**src/rtl/router_pkg.sv**
```systemverilog
// router_pkg: shared arbiter state type, routing-header TID and one-hot helper for the cut-through router
package router_pkg;
  typedef enum logic {ARB_IDLE, ARB_LOCKED} arb_state_t;
  localparam logic [3:0] ROUTING_HEADER = 4'hF;
  function automatic logic [4:0] onehot_to_idx(input logic [31:0] oh);
    logic [4:0] idx;
    idx = '0;
    for (int i = 0; i < 32; i++) if (oh[i]) idx = 5'(i);
    return idx;
  endfunction
endpackage

```
**src/rtl/rr_picker.sv**
```systemverilog
// rr_picker: combinational round-robin pick of the first candidate at or after rr_ptr
module rr_picker #(
  parameter int N  = 5,
  parameter int IW = (N > 1) ? $clog2(N) : 1
) (
  input  logic [N-1:0]  candidates,
  input  logic [IW-1:0] rr_ptr,
  output logic [N-1:0]  pick,
  output logic          valid
);
  logic [N-1:0] rot, low;
  // rotate so rr_ptr lands on bit 0, isolate lowest set bit, rotate back
  assign rot   = N'({candidates, candidates} >> rr_ptr);
  assign low   = rot & (~rot + N'(1));
  assign pick  = N'(({low, low} << rr_ptr) >> N);
  assign valid = |candidates;
endmodule

```
**src/rtl/cuthrough_output_arbiter.sv**
```systemverilog
// cuthrough_output_arbiter: per-output packet-locked round-robin AXI-Stream arbiter; ARB_PKT_CNT_EN adds per-channel packet counters
module cuthrough_output_arbiter
  import router_pkg::*;
#(
  parameter int DATA_WIDTH     = 32,
  parameter int ID_WIDTH       = 4,
  parameter int CHANNEL_NUMBER = 5,
  parameter int CNT_WIDTH      = 16
) (
  input  logic                               clk,
  input  logic                               rst_n,
  input  logic [CHANNEL_NUMBER-1:0]          req,
  input  logic [CHANNEL_NUMBER-1:0]          s_tvalid,
  input  logic [CHANNEL_NUMBER*DATA_WIDTH-1:0] s_tdata,
  input  logic [CHANNEL_NUMBER*ID_WIDTH-1:0] s_tid,
  input  logic [CHANNEL_NUMBER-1:0]          s_tlast,
  output logic [CHANNEL_NUMBER-1:0]          s_tready,
  output logic                               m_tvalid,
  output logic [DATA_WIDTH-1:0]              m_tdata,
  output logic [ID_WIDTH-1:0]                m_tid,
  output logic                               m_tlast,
  input  logic                               m_tready,
  output logic [CHANNEL_NUMBER-1:0]          grant,
  output logic                               busy
`ifdef ARB_PKT_CNT_EN
  ,output logic [CHANNEL_NUMBER*CNT_WIDTH-1:0] pkt_cnt
`endif
);
  localparam int N     = CHANNEL_NUMBER;
  localparam int IDX_W = (N > 1) ? $clog2(N) : 1;
  typedef logic [CNT_WIDTH-1:0] cnt_t;
  arb_state_t state_q, state_d;
  logic [N-1:0] grant_q, grant_d, pick;
  logic [IDX_W-1:0] rr_ptr_q, rr_ptr_d, owner;
  logic pick_valid, release_hs;
  rr_picker #(.N(N), .IW(IDX_W)) u_picker (
    .candidates(req & s_tvalid),
    .rr_ptr    (rr_ptr_q),
    .pick      (pick),
    .valid     (pick_valid)
  );
  assign owner      = IDX_W'(onehot_to_idx(32'(grant_q)));
  assign release_hs = m_tvalid & m_tready & m_tlast;
  assign s_tready   = grant_q & {N{m_tready}};
  assign grant      = grant_q;
  assign busy       = state_q == ARB_LOCKED;
  // grant_q is all-zero when idle, so the mux naturally drives zeros
  always_comb begin
    m_tvalid = 1'b0;
    m_tdata  = '0;
    m_tid    = '0;
    m_tlast  = 1'b0;
    for (int i = 0; i < N; i++) begin
      if (grant_q[i]) begin
        m_tvalid = s_tvalid[i];
        m_tdata  = s_tdata[i*DATA_WIDTH +: DATA_WIDTH];
        m_tid    = s_tid[i*ID_WIDTH +: ID_WIDTH];
        m_tlast  = s_tlast[i];
      end
    end
  end
  always_comb begin
    state_d  = state_q;
    grant_d  = grant_q;
    rr_ptr_d = rr_ptr_q;
    if (state_q == ARB_IDLE && pick_valid) begin
      state_d = ARB_LOCKED;
      grant_d = pick;
    end
    if (state_q == ARB_LOCKED && release_hs) begin
      state_d  = ARB_IDLE;
      grant_d  = '0;
      rr_ptr_d = (32'(owner) == N - 1) ? '0 : owner + 1'b1;
    end
  end
  always_ff @(posedge clk) begin
    if (!rst_n) begin
      state_q  <= ARB_IDLE;
      grant_q  <= '0;
      rr_ptr_q <= '0;
    end else begin
      state_q  <= state_d;
      grant_q  <= grant_d;
      rr_ptr_q <= rr_ptr_d;
    end
  end
`ifdef ARB_PKT_CNT_EN
  cnt_t [N-1:0] pkt_cnt_q, pkt_cnt_d;
  always_comb begin
    pkt_cnt_d = pkt_cnt_q;
    for (int i = 0; i < N; i++)
      if (release_hs && grant_q[i] && pkt_cnt_q[i] != '1) pkt_cnt_d[i] = pkt_cnt_q[i] + 1'b1;
  end
  always_ff @(posedge clk) begin
    if (!rst_n) pkt_cnt_q <= '0;
    else pkt_cnt_q <= pkt_cnt_d;
  end
  assign pkt_cnt = pkt_cnt_q;
`endif
endmodule

```
**config.mk**
```make
export PLATFORM = sky130hd
export DESIGN_NAME = cuthrough_output_arbiter
export DESIGN_NICKNAME = d
export VERILOG_FILES = /design/src/rtl/router_pkg.sv /design/src/rtl/rr_picker.sv /design/src/rtl/cuthrough_output_arbiter.sv
export SDC_FILE = /design/constraint.sdc
export NUM_CORES = 1
export LEC_CHECK = 0
export CAP_MARGIN = 0
export CORE_AREA = 3 3 95 97
export CTS_CLUSTER_DIAMETER = 30
export CTS_CLUSTER_SIZE = 24
export DETAILED_ROUTE_END_ITERATION = 12
export DIE_AREA = 0 0 98 100
export GPL_ROUTABILITY_DRIVEN = 0
export PLACE_DENSITY = 0.78
export SYNTH_ARGS = -nofsm -noshare
export SYNTH_HDL_FRONTEND = slang
export SYNTH_HIERARCHICAL = 1
export SYNTH_SLANG_ARGS = --single-unit
```
**constraint.sdc**
```tcl
create_clock -name clk -period 4.9 [get_ports clk]
set_input_delay 0.98 -clock clk [delete_from_list [all_inputs] [get_ports clk]]
set_output_delay 0.98 -clock clk [all_outputs]
set_load 0.005 [all_outputs]
```
## Word level (Yosys, flattened, before mapping)

Cells that the tools add are included.
W data, S select, Z words.

- $add $sub $neg: 2
- Eq/ne operators: 1
- Shifts and indexed selects: 2
- Muxes and demuxes: 25
- Bitwise gates (word level): 8
- Reduce and logical (&&, ||, !) cells: 4

Operator list:

| cell | count |
|---|---|
| $mux W32 | 5 |
| $mux W4 | 5 |
| $and A5 B5 Y5 | 3 |
| $mux W1 | 11 |
| $shl A10 B3 Y10 | 1 |
| $shr A10 B3 Y5 | 1 |
| $mux W3 | 2 |
| $add A5 B1 Y5 const B | 1 |
| $not A5 Y5 | 1 |
| $reduce_or A5 Y1 | 1 |
| $mux W2 | 2 |
| $add A3 B1 Y3 const B | 1 |
| $eq A3 B3 Y1 const B | 1 |
| $and A1 B1 Y1 | 2 |
| $logic_and A1 B1 Y1 | 2 |
| $not A1 Y1 | 2 |
| $reduce_or A2 Y1 | 1 |

- Bits in registers: 9
- Output and inout bits: 49

## Longest topological paths before layout

Gate-level depths: netlist of run 1.

- Depth in word-level cells: 9
- Depth in mapped cells: 9
- Mapped depth without buffers: 9

## Hierarchy

The synthesis of run 1 kept the hierarchy.

By module, submodules not included:

| module | times used | cells an instance | area each (um^2) |
|---|---|---|---|
| cuthrough_output_arbiter | 1 | 254 | 1,657.8 |
| rr_picker | 1 | 75 | 605.6 |

## Least setup slack after synthesis of run 1

Ideal clock, no wire load.

- Kind: input to register
- From: input port req[2]
- To: register grant_q[3] (netlist: grant[3])
- Library setup time: 0.064 ns
- Arrival: 2.779 ns
- Path slack: 2.057 ns
- Cell stages on the path: 9
- Buffers on the path: 0
- Cell sequence: and2_1 -> mux2i_1 -> nor2b_1 -> a2bb2oi_2 -> or4_1 -> a32o_1 -> mux2i_1 -> mux2i_1 -> nor2_1

- Word-level cells in the longest chain between the ends: 6
- Elaborated cells between the ends (all ways): 8
- Those cells by class: add/sub (1); shift (2); bitwise (3); reduce/logical (2)

RTL lines:

| item | line | RTL |
|---|---|---|
| from (decl) | cuthrough_output_arbiter.sv:12 | `input logic [CHANNEL_NUMBER-1:0] req,` |
| $and A5 B5 Y5 (*) | cuthrough_output_arbiter.sv:37 | `.candidates(req & s_tvalid),` |
| $shr A10 B3 Y5 (*) | rr_picker.sv:13 | `assign rot = N'({candidates, candidates} >> rr_ptr);` |
| $not A5 Y5 | rr_picker.sv:14 | `assign low = rot & (~rot + N'(1));` |
| $add A5 B1 Y5 | rr_picker.sv:14 |  |
| $and A5 B5 Y5 (*) | rr_picker.sv:14 |  |
| $shl A10 B3 Y10 (*) | rr_picker.sv:15 | `assign pick = N'(({low, low} << rr_ptr) >> N);` |
| via pick[3] | cuthrough_output_arbiter.sv:33 | `logic [N-1:0] grant_q, grant_d, pick;` |
| to (signal assigned) | cuthrough_output_arbiter.sv:83 | `grant_q <= grant_d;` |
| to (decl) | cuthrough_output_arbiter.sv:33 |  |

The timed path passes the listed nets; every way through them passes the cells marked *.
A chain may end at the register's enable or synchronous reset.

## Worst setup path after layout of run 1

- From: register grant_q[2] (netlist: grant[2])
- To: output port m_tvalid

- Word-level cells in the longest chain between the ends: 3

RTL lines:

| item | line | RTL |
|---|---|---|
| $mux W1 (3 in a row) | cuthrough_output_arbiter.sv:54 | `if (grant_q[i]) begin` |
| to (decl) | cuthrough_output_arbiter.sv:18 | `output logic m_tvalid,` |

No other way between the ends.

==> reports/metrics.csv, run 1 <==
stage;metric;value;unit
floorplan;io_pins;247;
setup_path;crit_required;3.92;ns
final_layout;utilization;58.4;%
cts;ctsHoldBuffers;0;
synthesis;async_reset_ff_share;0;%
synthesis;ys_ff_latch;9;
cts;clk_transition_reported_paths;0.05;ns
cts;root_buffer;clkbuf_8;
status;run_status;completed;
synthesis;syn-cell-area;2260;um2
global_route;grt_max_degree;45;
power;ir_drop;0.0544;mV
final_layout;regArea;181;um2
cts;cts_buffers;3;
synthesis;synthFlopType;dfxtp_1;
power;powerDensity;112;nW/um2
detailed_routing;first_pass_iters;5;
min_path;hold_path.class;reg2reg;
cts;cts_buffer_depth;2;
detailed_routing;vias;3531;
final_layout;fillers;785;
sta;relSlewSlack;29.6;%
floorplan;die_h;100;um
setup_path;startpoint;grant[2];
placed_design;dp_hpwl;10000;um
floorplan;num_rows;33;
final_layout;finalInstanceArea;4800;um2
sta;period_minus_slack;4.01;ns
global_route;grt_pass1_vias;3581;
sta;rsz0062_at_grt;false;
cts;cts_tree;yes;
setup_path;worstSetupPathType;reg2out;
placed_design;port_buffers;246;
sta;drv_slew;0;
synthesis;syn_area_per_cell;6.88;um2
sta;timing.hold.ws;0.539;ns
sta;tightest_slew;1.05;ns
sta;fin_crit_sh;81.9;%
power;leakage;1.74;nW
sta;max_clock_freq;249;MHz
global_route;grtUsageTotal;22.6;%
sta;fin_skew;0.00375;ns
synthesis;yosys_warnings;6;
detailed_routing;wl_per_cell;18.6;um
setup_path;critPathMaxFanout;23;
global_route;overflow;0;
detailed_routing;ant_nets;0;
sta;setup_tns;0;ns
setup_path;r2r-start;rr_ptr_q[1];
floorplan;start_util;27.5;%
global_route;antenna_found_initial;2;
setup_path;cp-end-kind;output pin;
synthesis;synth_edf_count;0;
cts;worstSkewPairLatency;0.24;ns
synthesis;yosysSeqAreaShare;7.96;%
detailed_routing;drc;0;
run;maxCapViolCount;0;
min_path;holdPathStages;2;
sta;setup_viol;0;
final_layout;multi_input_area;1920;um2
min_path;min_to;busy;
floorplan;die_w;98;um
synthesis;syn_nets;528;
sta;final-hold-violation-count;0;
setup_path;critPathLaunchType;register;
global_route;grt_pass1_wl;18000;um
floorplan;core-area;8220;um2
cts;cts_resized;0;
setup_path;r2r_cells;8;
detailed_routing;wirelength;12200;um
synthesis;synthCells;329;
detailed_routing;drt-initial-drc-count;232;
cts;cts.htree.levels;1;
setup_path;reg2reg_to;grant[2];
setup_path;crit_arrival;3.03;ns
cts;post_cts.repair.setup_buffers;0;
floorplan;die_area;9800;um2
detailed_routing;routed_via_density;5.38;
synthesis;yosysUniqueCellTypes;53;
final_layout;syn_to_final_growth;112;%
placed_design;post_dp_cell_area;4750;um2
setup_path;reg2reg_setup_slack;1.99;ns
final_layout;nNetsFinal;750;
final_layout;drive_gt1_share;4.36;%
cts;cts.sinks;9;
min_path;min-delay-start;busy;
where the power goes:
group / internal [mW] / switching, mW
registers: 0.0758 / 0.00643
logic: 0.249 / 0.118
clock network: 0.0569 / 0.0317
synth_stat cells (all sizes together) (2+ instances only):
| master | n | area (um2) |
|---|---|---|
| o31ai | 3 | 27.5 |
| nor4b | 2 | 38.8 |
| clkbuf | 19 | 71.3 |
| a22oi | 15 | 113 |
| a211oi | 2 | 15.0 |
| a222oi | 22 | 220 |
| a21oi | 3 | 15.0 |
| a32o | 2 | 20.0 |
| nand2 | 45 | 169 |
| buf | 14 | 66.3 |
| inv | 8 | 30.0 |
| a221oi | 16 | 140 |
| o22ai | 3 | 25.0 |
| nor2b | 5 | 31.3 |
| nor2 | 31 | 116 |
| a31oi | 2 | 12.5 |
| mux2i | 18 | 205 |
| and2 | 12 | 75.1 |
| o21ai | 20 | 100 |
| mux2 | 6 | 78.8 |
| o21a | 22 | 165 |
| nand2b | 4 | 25.0 |
| dfxtp | 9 | 180 |
| nand3b | 2 | 15.0 |
| nand3 | 25 | 125 |
cell usage in the layout (no fill, tap or decap), types with 2 or more instances in the layout:
| cell type | count |
|---|---|
| mux2_4 | 3 |
| o22ai_1 | 2 |
| clkbuf_8 | 3 |
| dfxtp_1 | 8 |
| nor2_1 | 31 |
| nand2b_1 | 4 |
| a21oi_1 | 3 |
| nand2_1 | 45 |
| mux2i_1 | 16 |
| a221oi_1 | 16 |
| o21a_1 | 22 |
| nand3b_1 | 2 |
| mux2_2 | 2 |
| mux2i_4 | 2 |
| buf_4 | 4 |
| a31oi_1 | 2 |
| a32o_1 | 2 |
| nand3_1 | 25 |
| clkdlybuf4s50_1 | 246 |
| a222oi_1 | 22 |
| a22oi_1 | 15 |
| inv_1 | 8 |
| o21ai_0 | 19 |
| nor2b_1 | 4 |
| o31ai_1 | 2 |
| and2_1 | 12 |
| a211oi_1 | 2 |
worst max-delay path, stage by stage (launching register included):
cell and delay (ns):
dfxtp_1 0.84, nor2b_2 0.86, a221oi_1 0.17, a22oi_1 0.38, inv_1 0.08, clkdlybuf4s50_1 0.46
kinds of logic (layout without fill, tap and decap cells):
group                    after synthesis  in the layout  synth area share (%)
AND/OR/NAND/NOR                      132            132                  28.5
AO/OA/AOI/OAI                        122            122                  43.1
buffers and inverters                 41            262                  7.41
multiplexers                          24             24                  12.5
flip-flops                             9              9                  7.96
adder cells (fa/ha/maj)                1              1                 0.553
other                                  0              1                     0
per-layer routing:
metal	global-route usage, %	routed length (um)	up-vias
li1	-	-	1726
met1	25.2	4500	1605
met2	42.5	6390	171
met3	4.45	897	27
met4	8.09	367	2
met5	0	11	-
how the worst max path moves through the flow:
stage                     depth (start not counted)       end  slack (ns)
after floorplan                                   9  grant[3]        2.06
after global placement                            5  m_tvalid        1.17
after detailed placement                          5  m_tvalid        1.09
after CTS                                         5  m_tvalid        0.84
after global routing                              5  m_tvalid        0.62
final                                             5  m_tvalid        0.89
sequential cells by signal, indices dropped and copies added (netlist names):
name and count:
busy 1, rr_ptr_q 3, grant 5
cell type report:
cell class,count,area share (%)
timing repair buffer,250,51.9
antenna,1,0.0521
sequential,9,3.78
clock buffer,4,0.938
tap,105,2.74
inverter,8,0.625
multi-input combinational,279,40.0
through the flow:
stage / power, mW / cells / worst slack, ns
floorplan: 0.196 / 329 / 2.06
global placement: 0.445 / 651 / 1.17
detailed placement: 0.449 / 651 / 1.09
CTS: 0.540 / 655 / 0.835
global route: 0.571 / 656 / 0.622
finish: 0.537 / 656 / 0.889
Note: power is estimated with default switching activity, not from simulation.
==> inputs of run 2 (changes only) <==
- CORE_AREA: 3 3 95 97 -> unset
- CORE_ASPECT_RATIO: unset -> 1.25
- CORE_MARGIN: unset -> 3
- CORE_UTILIZATION: unset -> 26
- DIE_AREA: 0 0 98 100 -> unset
- PLACE_DENSITY: 0.78 -> 0.79
- clock period: 4.9 -> 3.6 ns (I/O delays scaled with it)
==> run 2 against run 1 <==
Against the previous run:
- clock skew up 0.00077 ns
- cell count down 0.46%
- wire length up 8.1%
- sequential power up 31%
- utilization down 0.43 points
- critical endpoint is now m_tdata[30]
==> reports/metrics.csv, run 2 (synthesized netlist as in run 1, its figures left out) <==
stage;metric;value;unit
final_layout;diodes;0;
floorplan;die_w;89.5;um
power;leakage;1.77;nW
sta;setup_tns;0;ns
cts;cts_tree;yes;
cts;cts_buffers;3;
cts;clk_transition_reported_paths;0.05;ns
cts;cts.htree.levels;1;
cts;worstSkewPairLatency;0.24;ns
setup_path;critPathLaunchType;register;
global_route;grt_max_degree;60;
setup_path;critical-path-slowest-cell;nor2b_1;
sta;max_clock_freq;296;MHz
placed_design;dp_hpwl;10600;um
placed_design;port_buffers;246;
detailed_routing;routed_via_density;5.64;
detailed_routing;first_pass_iters;9;
sta;fin_crit_sh;94.0;%
global_route;grt_pass1_wl;18600;um
setup_path;slowest_delay;0.88;ns
sta;rsz0062_at_grt;false;
run;maxCapViolCount;0;
sta;drv_slew;0;
cts;post_cts.repair.setup_buffers;0;
detailed_routing;drt-initial-drc-count;408;
floorplan;die_area;9870;um2
sta;fin_skew;0.00451;ns
detailed_routing;vias;3681;
status;run_status;completed;
final_layout;nNetsFinal;756;
final_layout;utilization;58.0;%
cts;cts.sinks;9;
floorplan;start_util;27.2;%
min_path;hold_path.class;reg2reg;
sta;final-hold-violation-count;0;
global_route;grtUsageTotal;24.6;%
sta;relSlewSlack;27.0;%
global_route;overflow;0;
detailed_routing;ant_nets;0;
final_layout;fin_cells;653;
cts;ctsHoldBuffers;0;
power;ir_drop;0.0773;mV
final_layout;largest_reg_flops;5;
detailed_routing;wl_per_cell;20.2;um
placed_design;pre_cts_ws;0.278;ns
setup_path;worstSetupPathType;reg2out;
global_route;grt_pass1_vias;3567;
sta;finalWorstSetupSlack;0.216;ns
setup_path;crit_required;2.88;ns
final_layout;drive_gt1_share;5.40;%
setup_path;critPathMaxFanout;15;
detailed_routing;drc;0;
sta;period_minus_slack;3.38;ns
final_layout;layout_common_cells;clkdlybuf4s50_1, nand2_1, nor2_1;
setup_path;crit_arrival;2.66;ns
global_route;antenna_found_initial;1;
floorplan;num_rows;37;
cts;root_buffer;clkbuf_8;
sta;tightest_slew;1.09;ns
placed_design;dp.cells;649;
cts;cts_buffer_depth;2;
setup_path;cp-end-kind;output pin;
power;p_total;741;uW
floorplan;die_h;110;um
floorplan;io_pins;247;
setup_path;worstPathCellList;nor2b_1 -> a22oi_1 -> nor2_1 -> a221oi_1 -> o21ai_0 -> clkdlybuf4s50_1;
cts;cts_resized;0;
power;powerDensity;153;nW/um2
final_layout;syn_to_final_growth;114;%
detailed_routing;wirelength;13200;um
final_layout;final_common_cell;clkdlybuf4s50_1;
floorplan;core-area;8330;um2
sta;setup_viol;0;
==> run 2: layout make-up <==
type,count,area (um2)
Sequential cell,9,181
Fill cell,797,3500
Multi-Input combinational cell,279,1920
Clock buffer,4,45.0
Timing Repair Buffer,256,2540
Inverter,8,30.0
Tap cell,97,121
==> run 2: layer usage <==
layer | part of all wire, % | up-vias | GRT usage (%)
met4 | 3.2 | 2 | 7.98
met1 | 39 | 1675 | 30.7
met2 | 48 | 242 | 40.8
met5 | 0.053 | - | 0
met3 | 10 | 32 | 6.25
li1 | - | 1730 | -
==> run 2: critical path, delay by kind of cell (launching register included) <==
kind            cells  cell delay (ns)
simple gates        2             1.03
buf+inv             1             0.55
compound gates      3             0.42
flops               1             0.41
==> run 2: worst paths after layout <==
kind	start	endpoint	slack, ns	cells after the start
worst max-delay path	grant[2]	m_tdata[30]	0.22	6
worst min-delay path	busy	busy	0.55	2
worst max register to register	rr_ptr_q[1]	grant[3]	0.70	8
worst min register to register	busy	busy	0.55	2
==> run 2: where the power goes <==
| group | switching [mW] | internal, mW |
|---|---|---|
| clock | 0.0442 | 0.0775 |
| sequential | 0.00514 | 0.103 |
| combinational | 0.170 | 0.341 |
| total | 0.219 | 0.522 |
==> run 2: stage by stage <==
step | hold slack (ns) | instance area [um2]
after floorplan | 0.431 | 2260
after global placement | 0.533 | 4790
after detailed placement | 0.535 | 4790
after CTS | 0.545 | 4830
after global routing | 0.605 | 4830
final | 0.552 | 4830
==> inputs of run 3 (changes only) <==
- CTS_CLUSTER_SIZE: 24 -> 28
- HOLD_SLACK_MARGIN: unset -> 0.12
- SKIP_CTS_REPAIR_TIMING: unset -> 1
==> results of run 3 <==
No change in the layout: final DEF, timing and power equal those of run 2.
